$ cat src/rtl/scan_pkg.sv
`default_nettype none
// ============================================================================
//  Module      : scan_pkg
//  Description : Shared colour codes, FSM state encoding and cube geometry for
//                the cube-scanning controller.
//  Revision    : 1.0 - initial release
// ============================================================================
package scan_pkg;

    // Facelet colour codes; only WHITE..BLUE are legal classifier results
    localparam logic [3:0] COL_NONE   = 4'd0;
    localparam logic [3:0] COL_WHITE  = 4'd1;
    localparam logic [3:0] COL_RED    = 4'd2;
    localparam logic [3:0] COL_ORANGE = 4'd3;
    localparam logic [3:0] COL_YELLOW = 4'd4;
    localparam logic [3:0] COL_GREEN  = 4'd5;
    localparam logic [3:0] COL_BLUE   = 4'd6;

    localparam int NUM_FACES   = 6;
    localparam int FACELETS    = 9;
    localparam int CUBE_ADDR_W = 6;

    typedef enum logic [2:0] {
        ST_IDLE      = 3'd0,
        ST_SAMPLE    = 3'd1,
        ST_WRITE     = 3'd2,
        ST_WAIT_USER = 3'd3,
        ST_DONE      = 3'd4
    } scan_state_t;

    function automatic logic code_valid(input logic [3:0] code);
        return (code >= COL_WHITE) && (code <= COL_BLUE);
    endfunction

    // face*9 + idx, built from a shift-add so no multiplier is implied
    function automatic logic [CUBE_ADDR_W-1:0] cube_addr(input logic [2:0] face,
                                                         input logic [3:0] idx);
        return ({3'b000, face} << 3) + {3'b000, face} + {2'b00, idx};
    endfunction

endpackage
`default_nettype wire

$ cat src/rtl/face_scan_ctrl_stability.sv
`default_nettype none
// ============================================================================
//  Module      : facelet_stability
//  Description : Holds the last valid frame snapshot and counts consecutive
//                identical valid frames; flags a lock on the strobe where the
//                updated count reaches STABLE_FRAMES.
//  Revision    : 1.0 - initial release
// ============================================================================
module facelet_stability
    import scan_pkg::*;
#(
    parameter int STABLE_FRAMES = 8
) (
    input  logic                    clk,
    input  logic                    rst_n,
    input  logic                    i_clr,
    input  logic                    i_strobe,
    input  logic [4*FACELETS-1:0]   i_facelets,
    output logic [4*FACELETS-1:0]   o_snapshot,
    output logic                    o_locked
);

    localparam logic [7:0] c_stable = 8'(STABLE_FRAMES);

    logic [4*FACELETS-1:0] r_snapshot;
    logic [7:0]            r_cnt;
    logic [7:0]            w_cnt_upd;
    logic                  w_all_valid;
    logic                  w_match;

    // A frame is usable only if every one of the nine codes is a real colour
    always_comb begin
        w_all_valid = 1'b1;
        for (int i = 0; i < FACELETS; i++) begin
            if (!code_valid(i_facelets[4*i +: 4])) begin
                w_all_valid = 1'b0;
            end
        end
    end

    assign w_match = (i_facelets == r_snapshot);

    // Count value this strobe would produce (saturates at 255)
    always_comb begin
        if (!w_all_valid) begin
            w_cnt_upd = 8'd0;
        end else if (w_match) begin
            w_cnt_upd = (r_cnt == 8'hFF) ? r_cnt : r_cnt + 8'd1;
        end else begin
            w_cnt_upd = 8'd1;
        end
    end

    assign o_locked   = i_strobe & w_all_valid & (w_cnt_upd >= c_stable);
    assign o_snapshot = r_snapshot;

    // Snapshot reloads on any new valid frame; clear overrides the count update
    always_ff @(posedge clk or negedge rst_n) begin
        if (!rst_n) begin
            r_snapshot <= '0;
            r_cnt      <= 8'd0;
        end else begin
            if (i_strobe && w_all_valid && !w_match) begin
                r_snapshot <= i_facelets;
            end
            if (i_clr) begin
                r_cnt <= 8'd0;
            end else if (i_strobe) begin
                r_cnt <= w_cnt_upd;
            end
        end
    end

endmodule
`default_nettype wire

$ cat src/rtl/face_scan_ctrl.sv
`default_nettype none
// ============================================================================
//  Module      : face_scan_ctrl
//  Description : Six-face scan sequencer. Waits for a stable face, bursts its
//                nine facelets into cube memory, then waits for the user to
//                rotate the cube. Flags cube_ready after the sixth face.
//  Options     : SCAN_CENTER_CHECK_EN - reject a face whose centre colour was
//                already captured on an earlier face (pulses dup_err).
//  Revision    : 1.0 - initial release
// ============================================================================
module face_scan_ctrl
    import scan_pkg::*;
#(
    parameter int STABLE_FRAMES = 8
) (
    input  logic                    CLK,
    input  logic                    RESET_N,
    input  logic                    start,
    input  logic                    next,
    input  logic                    abort,
    input  logic                    frame_strobe,
    input  logic [4*FACELETS-1:0]   facelets,
    output logic                    wr_en,
    output logic [CUBE_ADDR_W-1:0]  wr_addr,
    output logic [3:0]              wr_data,
    output logic [2:0]              face_idx,
    output logic                    busy,
    output logic                    face_locked,
    output logic                    cube_ready,
    output logic                    dup_err
);

    localparam logic [2:0] c_last_face = 3'(NUM_FACES - 1);
    localparam logic [3:0] c_last_idx  = 4'(FACELETS - 1);

    scan_state_t           r_state, w_state_nxt;
    logic [2:0]            r_face_idx, w_face_nxt;
    logic [3:0]            r_idx, w_idx_nxt;
    logic                  w_clr;
    logic                  w_strobe;
    logic                  w_locked;
    logic [4*FACELETS-1:0] w_snapshot;
    logic [3:0]            w_wr_data;
    logic                  r_busy, r_face_locked, r_cube_ready;

`ifdef SCAN_CENTER_CHECK_EN
    logic [6:0]            r_mask;
    logic                  r_dup;
    logic                  w_dup;
    logic                  w_mask_set;
    logic                  w_mask_clr;
    logic [2:0]            w_centre;

    // Valid codes are 1..6, so the low three bits of the middle code index the mask
    assign w_centre = facelets[18:16];
`endif

    // Frames only count while sampling, and abort masks them outright
    assign w_strobe = frame_strobe & (r_state == ST_SAMPLE) & ~abort;

    facelet_stability #(
        .STABLE_FRAMES (STABLE_FRAMES)
    ) u_stability (
        .clk        (CLK),
        .rst_n      (RESET_N),
        .i_clr      (w_clr),
        .i_strobe   (w_strobe),
        .i_facelets (facelets),
        .o_snapshot (w_snapshot),
        .o_locked   (w_locked)
    );

    // Next-state, face/index sequencing and counter clear requests
    always_comb begin
        w_state_nxt = r_state;
        w_face_nxt  = r_face_idx;
        w_idx_nxt   = r_idx;
        w_clr       = 1'b0;
`ifdef SCAN_CENTER_CHECK_EN
        w_dup       = 1'b0;
        w_mask_set  = 1'b0;
        w_mask_clr  = 1'b0;
`endif
        if (abort) begin
            w_state_nxt = ST_IDLE;
            w_face_nxt  = 3'd0;
            w_idx_nxt   = 4'd0;
            w_clr       = 1'b1;
        end else begin
            case (r_state)
                ST_IDLE, ST_DONE: begin
                    if (start) begin
                        w_state_nxt = ST_SAMPLE;
                        w_face_nxt  = 3'd0;
                        w_idx_nxt   = 4'd0;
                        w_clr       = 1'b1;
`ifdef SCAN_CENTER_CHECK_EN
                        w_mask_clr  = 1'b1;
`endif
                    end
                end
                ST_SAMPLE: begin
                    if (w_locked) begin
`ifdef SCAN_CENTER_CHECK_EN
                        if (r_mask[w_centre]) begin
                            w_dup = 1'b1;
                            w_clr = 1'b1;
                        end else begin
                            w_mask_set  = 1'b1;
                            w_state_nxt = ST_WRITE;
                            w_idx_nxt   = 4'd0;
                        end
`else
                        w_state_nxt = ST_WRITE;
                        w_idx_nxt   = 4'd0;
`endif
                    end
                end
                ST_WRITE: begin
                    if (r_idx == c_last_idx) begin
                        w_idx_nxt   = 4'd0;
                        w_state_nxt = (r_face_idx == c_last_face) ? ST_DONE : ST_WAIT_USER;
                    end else begin
                        w_idx_nxt = r_idx + 4'd1;
                    end
                end
                ST_WAIT_USER: begin
                    if (next) begin
                        w_state_nxt = ST_SAMPLE;
                        w_face_nxt  = r_face_idx + 3'd1;
                        w_clr       = 1'b1;
                    end
                end
                default: begin
                    w_state_nxt = ST_IDLE;
                end
            endcase
        end
    end

    // State, face and burst index registers
    always_ff @(posedge CLK or negedge RESET_N) begin
        if (!RESET_N) begin
            r_state    <= ST_IDLE;
            r_face_idx <= 3'd0;
            r_idx      <= 4'd0;
        end else begin
            r_state    <= w_state_nxt;
            r_face_idx <= w_face_nxt;
            r_idx      <= w_idx_nxt;
        end
    end

    // Status flags registered from the next state so they track the state register
    always_ff @(posedge CLK or negedge RESET_N) begin
        if (!RESET_N) begin
            r_busy        <= 1'b0;
            r_face_locked <= 1'b0;
            r_cube_ready  <= 1'b0;
        end else begin
            r_busy        <= (w_state_nxt != ST_IDLE) && (w_state_nxt != ST_DONE);
            r_face_locked <= (w_state_nxt == ST_WAIT_USER);
            r_cube_ready  <= (w_state_nxt == ST_DONE);
        end
    end

`ifdef SCAN_CENTER_CHECK_EN
    // Centre-colour history and the one-cycle duplicate pulse
    always_ff @(posedge CLK or negedge RESET_N) begin
        if (!RESET_N) begin
            r_mask <= 7'd0;
            r_dup  <= 1'b0;
        end else begin
            r_dup <= w_dup;
            if (w_mask_clr) begin
                r_mask <= 7'd0;
            end else if (w_mask_set) begin
                r_mask[w_centre] <= 1'b1;
            end
        end
    end

    assign dup_err = r_dup;
`else
    assign dup_err = 1'b0;
`endif

    // Select the snapshot code for the current burst position
    always_comb begin
        w_wr_data = 4'd0;
        for (int i = 0; i < FACELETS; i++) begin
            if (r_idx == 4'(i)) begin
                w_wr_data = w_snapshot[4*i +: 4];
            end
        end
    end

    // Memory port is driven only during the burst so it idles at zero
    assign wr_en       = (r_state == ST_WRITE);
    assign wr_addr     = wr_en ? cube_addr(r_face_idx, r_idx) : '0;
    assign wr_data     = wr_en ? w_wr_data : 4'd0;
    assign face_idx    = r_face_idx;
    assign busy        = r_busy;
    assign face_locked = r_face_locked;
    assign cube_ready  = r_cube_ready;

endmodule
`default_nettype wire
$ cat config.mk
export PLATFORM = sky130hd
export DESIGN_NAME = face_scan_ctrl
export DESIGN_NICKNAME = d
export VERILOG_FILES = /design/src/rtl/scan_pkg.sv /design/src/rtl/face_scan_ctrl_stability.sv /design/src/rtl/face_scan_ctrl.sv
export SDC_FILE = /design/constraint.sdc
export NUM_CORES = 1
export LEC_CHECK = 0
export ABC_AREA = 1
export CORE_MARGIN = 2
export CORE_UTILIZATION = 30
export CTS_CLUSTER_DIAMETER = 60
export DETAILED_ROUTE_END_ITERATION = 10
export SETUP_SLACK_MARGIN = 0.02
export SLEW_MARGIN = 40
export SYNTH_ARGS = -nofsm -noshare
export SYNTH_HDL_FRONTEND = slang
export SYNTH_SLANG_ARGS = --single-unit
$ cat constraint.sdc
create_clock -name CLK -period 4.9 [get_ports CLK]
set_clock_uncertainty 0.15 [all_clocks]
set_input_delay 1.225 -clock CLK [delete_from_list [all_inputs] [get_ports CLK]]
set_output_delay 1.225 -clock CLK [all_outputs]
set_load 0.005 [all_outputs]
==> reports/metrics.cfg <==
[outcome]
outcome=completed

[final_layout]
antennaDiodeCount=0
fillCellCount=1346
final_common_cell=nand2_1
multi_input_area_um2=2050
nets=663
stdcell_count=786
syn_to_final_growth_pct=29.0
mostFrequentLayoutCells=nand2_1, inv_1, dfrtp_1, clkdlybuf4s50_1, nor2_1
drive_gt1_share_pct=8.79
seq_area_um2=1430

[clock_network]
insertion_delay_ns=0.33
postCtsHoldBufs=0
cts_resized=0
cts_tree=built
cts_sinks=57
htreeDepth=3
cts-buffers-inserted=9
clk_pin_slew_worst_paths_ns=0.05
cts_root_buf=clkbuf_16
cts_setup_buffers=0
clk_path_buf_depth=2

[floorplan]
start_util_pct=30.6
io-pin-count=60
die_x_um=117
dieArea_um2=13800
die_y_um=117
core_region_area_um2=12600
num_rows=41

[global_route]
grt_pass1_vias=3673
grt_max_degree=38
grt_overflow=0
grt_usage_pct=15.1
grt_pass1_wl_um=17000
grt_use_met2_pct=25.4
met3_usage_pct=3.63
antenna_found_initial=0
top_usage_layer=met2
grt_use_met1_pct=19.1

[placed_design]
numPortBuffers=58
dp.cells=770
globalplace.congestion=0.891
place_hpwl_um=7910

[yosys]
ys_seq_area_share_pct=36.9
synth_cells=545
synth.net_count=599
synth_seq_cells=57
syn_avg_cell_area_um2=7.09
synth.distinct_cells=38
yosys.area_share.xor_xnor_pct=5.64
yosys_warnings=0
synth-simple-area-share_pct=30.0
synth_area_um2=3860
yosys.area_share.adder_pct=4.08
synth_compound_area_share_pct=13.3
synth_top_family_by_area=simple AND/OR/NAND/NOR gates
synth_mux_area_share_pct=0

[timing]
slew_violations=0
tightest_slew_ns=0.519
post-route-min-period_ns=4.09
fin_setup_tns_ns=0
max_freq_mhz=244
setup_viol=0
rsz0062_at_grt=no
period_share_pct=83.5
max_slew_margin_pct=65.3
hold_viol_final=0

[setup_path]
path_cells=ha_1, fa_1, nand2_1, inv_1, or2_2, a21oi_1, o21ai_0, a21oi_1, clkdlybuf4s50_1
cp-end-kind=output pin
arrival_ns=2.72
slowest_delay_ns=0.52
cp_top_family=adder cells
cpMaxStageDelayCell=clkdlybuf4s50_1
crit_top_cell=a21oi_1
worst-endpoint-required_ns=3.52
path_class=flop to output pin
crit_buf_inv=2
crit_fanout=7
critical_path.startpoint_type=flop

[drt]
vias=3693
drt-pass1-iter-count=4
routedWlPerCell_um=12.9
drc_errors=0
drt_iter0_drc=144
viasPerCell=4.70
ant_nets=0
wirelength_um=10200

[min_path]
hold_path_class=flop to flop

[job]
cap_violations=0

[pwr]
p_leak_uw=0.00229
powerDensity_nw_per_um2=264
ir_drop_mv=0.178

power breakdown:
group | switching (uW) | leakage, uW | internal [uW]
registers | 0.938 | 0.000747 | 473
logic | 59.5 | 0.00137 | 50.2
clock network | 221 | 0.000166 | 509
total | 281 | 0.00229 | 1030
metrics by stage:
| step | hold slack, ns | power (uW) | util [%] | worst slack [ns] | instance area (um^2) |
|---|---|---|---|---|---|
| 2_1_floorplan | 0.328 | 527 | - | 1.75 | 3860 |
| 3_3_place_gp | 0.348 | 591 | 36.7 | 1.17 | 4630 |
| 3_5_place_dp | 0.359 | 592 | 36.7 | 1.13 | 4640 |
| 4_1_cts | 0.372 | 1330 | 39.5 | 0.805 | 4980 |
| 5_1_grt | 0.398 | 1360 | 39.5 | 0.589 | 4980 |
| 6_report | 0.371 | 1310 | 39.5 | 0.806 | 4980 |
worst register-to-register path, stage by stage, from the launching register on:
cell and delay (ns):
dfrtp_1 0.43, inv_1 0.08, nand2_1 0.05, nand2_1 0.05
nand2_1 0.05, nor2_1 0.14, nand2_1 0.07, nor2_1 0.16
nand3_2 0.16, nand2_2 0.44, clkinv_1 0.43, nor2_1 0.20
worst paths after layout:
check | start | end | slack (ns) | depth (start not counted)
hold reg to reg | u_stability.o_snapshot[25] | u_stability.o_snapshot[25] | 0.37 | 2
hold / removal | u_stability.o_snapshot[25] | u_stability.o_snapshot[25] | 0.37 | 2
min in group asynchronous | RESET_N | u_stability.o_snapshot[25] | 0.73 | 1
setup reg to reg | u_stability.o_snapshot[21] | u_stability.o_snapshot[23] | 2.43 | 11
max in group asynchronous | RESET_N | u_stability.o_snapshot[3] | 3.18 | 2
setup / recovery | face_idx[0] | wr_addr[4] | 0.81 | 9
per-layer routing:
metal	part of all wire [%]	routed length [um]	vias up
met1	46	4720	1731
li1	-	-	1881
met2	47	4820	66
met5	0	0	-
met3	4.4	443	15
met4	1.7	174	0
registers in the layout, summed over array words and instances, names as in the netlist:
signal	count
u_stability.o_snapshot	36
u_stability.r_cnt	8
r_idx	4
face_idx	3
r_state	3
busy	1
cube_ready	1
face_locked	1
cell families after synthesis:
family | after synthesis
XOR/XNOR | 24
buffers and inverters | 99
AND/OR/NAND/NOR | 259
adder cells (fa/ha/maj) | 12
other | 1
AO/OA/AOI/OAI | 93
flip-flops | 57
synthesized netlist by cell type, drive strengths merged:
library cell / count / area share [%]
buf: 7 / 0.97
nor3: 9 / 1.8
o31ai: 3 / 0.58
a211o: 1 / 0.23
nand3: 48 / 6.8
o22ai: 3 / 0.49
nand4: 9 / 1.5
a221oi: 2 / 0.45
a21oi: 17 / 2.2
clkinv: 2 / 0.19
xor2: 1 / 0.42
clkbuf: 1 / 0.097
a31oi: 2 / 0.32
nand2: 139 / 14
o2111ai: 2 / 0.45
inv: 89 / 8.6
o21a: 1 / 0.19
o221ai: 1 / 0.23
fa: 1 / 0.52
dfrtp: 57 / 37
conb: 1 / 0.097
o21ai: 57 / 7.4
xnor2: 23 / 5.2
or2: 1 / 0.16
ha: 11 / 3.6
o211ai: 4 / 0.78
nor2: 53 / 5.7
final cells by class:
cell class                      instances  share of cell area (%)
Clock inverter                          5                    2.06
Clock buffer                           11                    4.87
Inverter                               91                    6.86
Tap cell                              172                    4.32
Timing Repair Buffer                   61                    12.1
Multi-Input combinational cell        389                    41.2
Sequential cell                        57                    28.6
(Power assumes the default switching activity.)
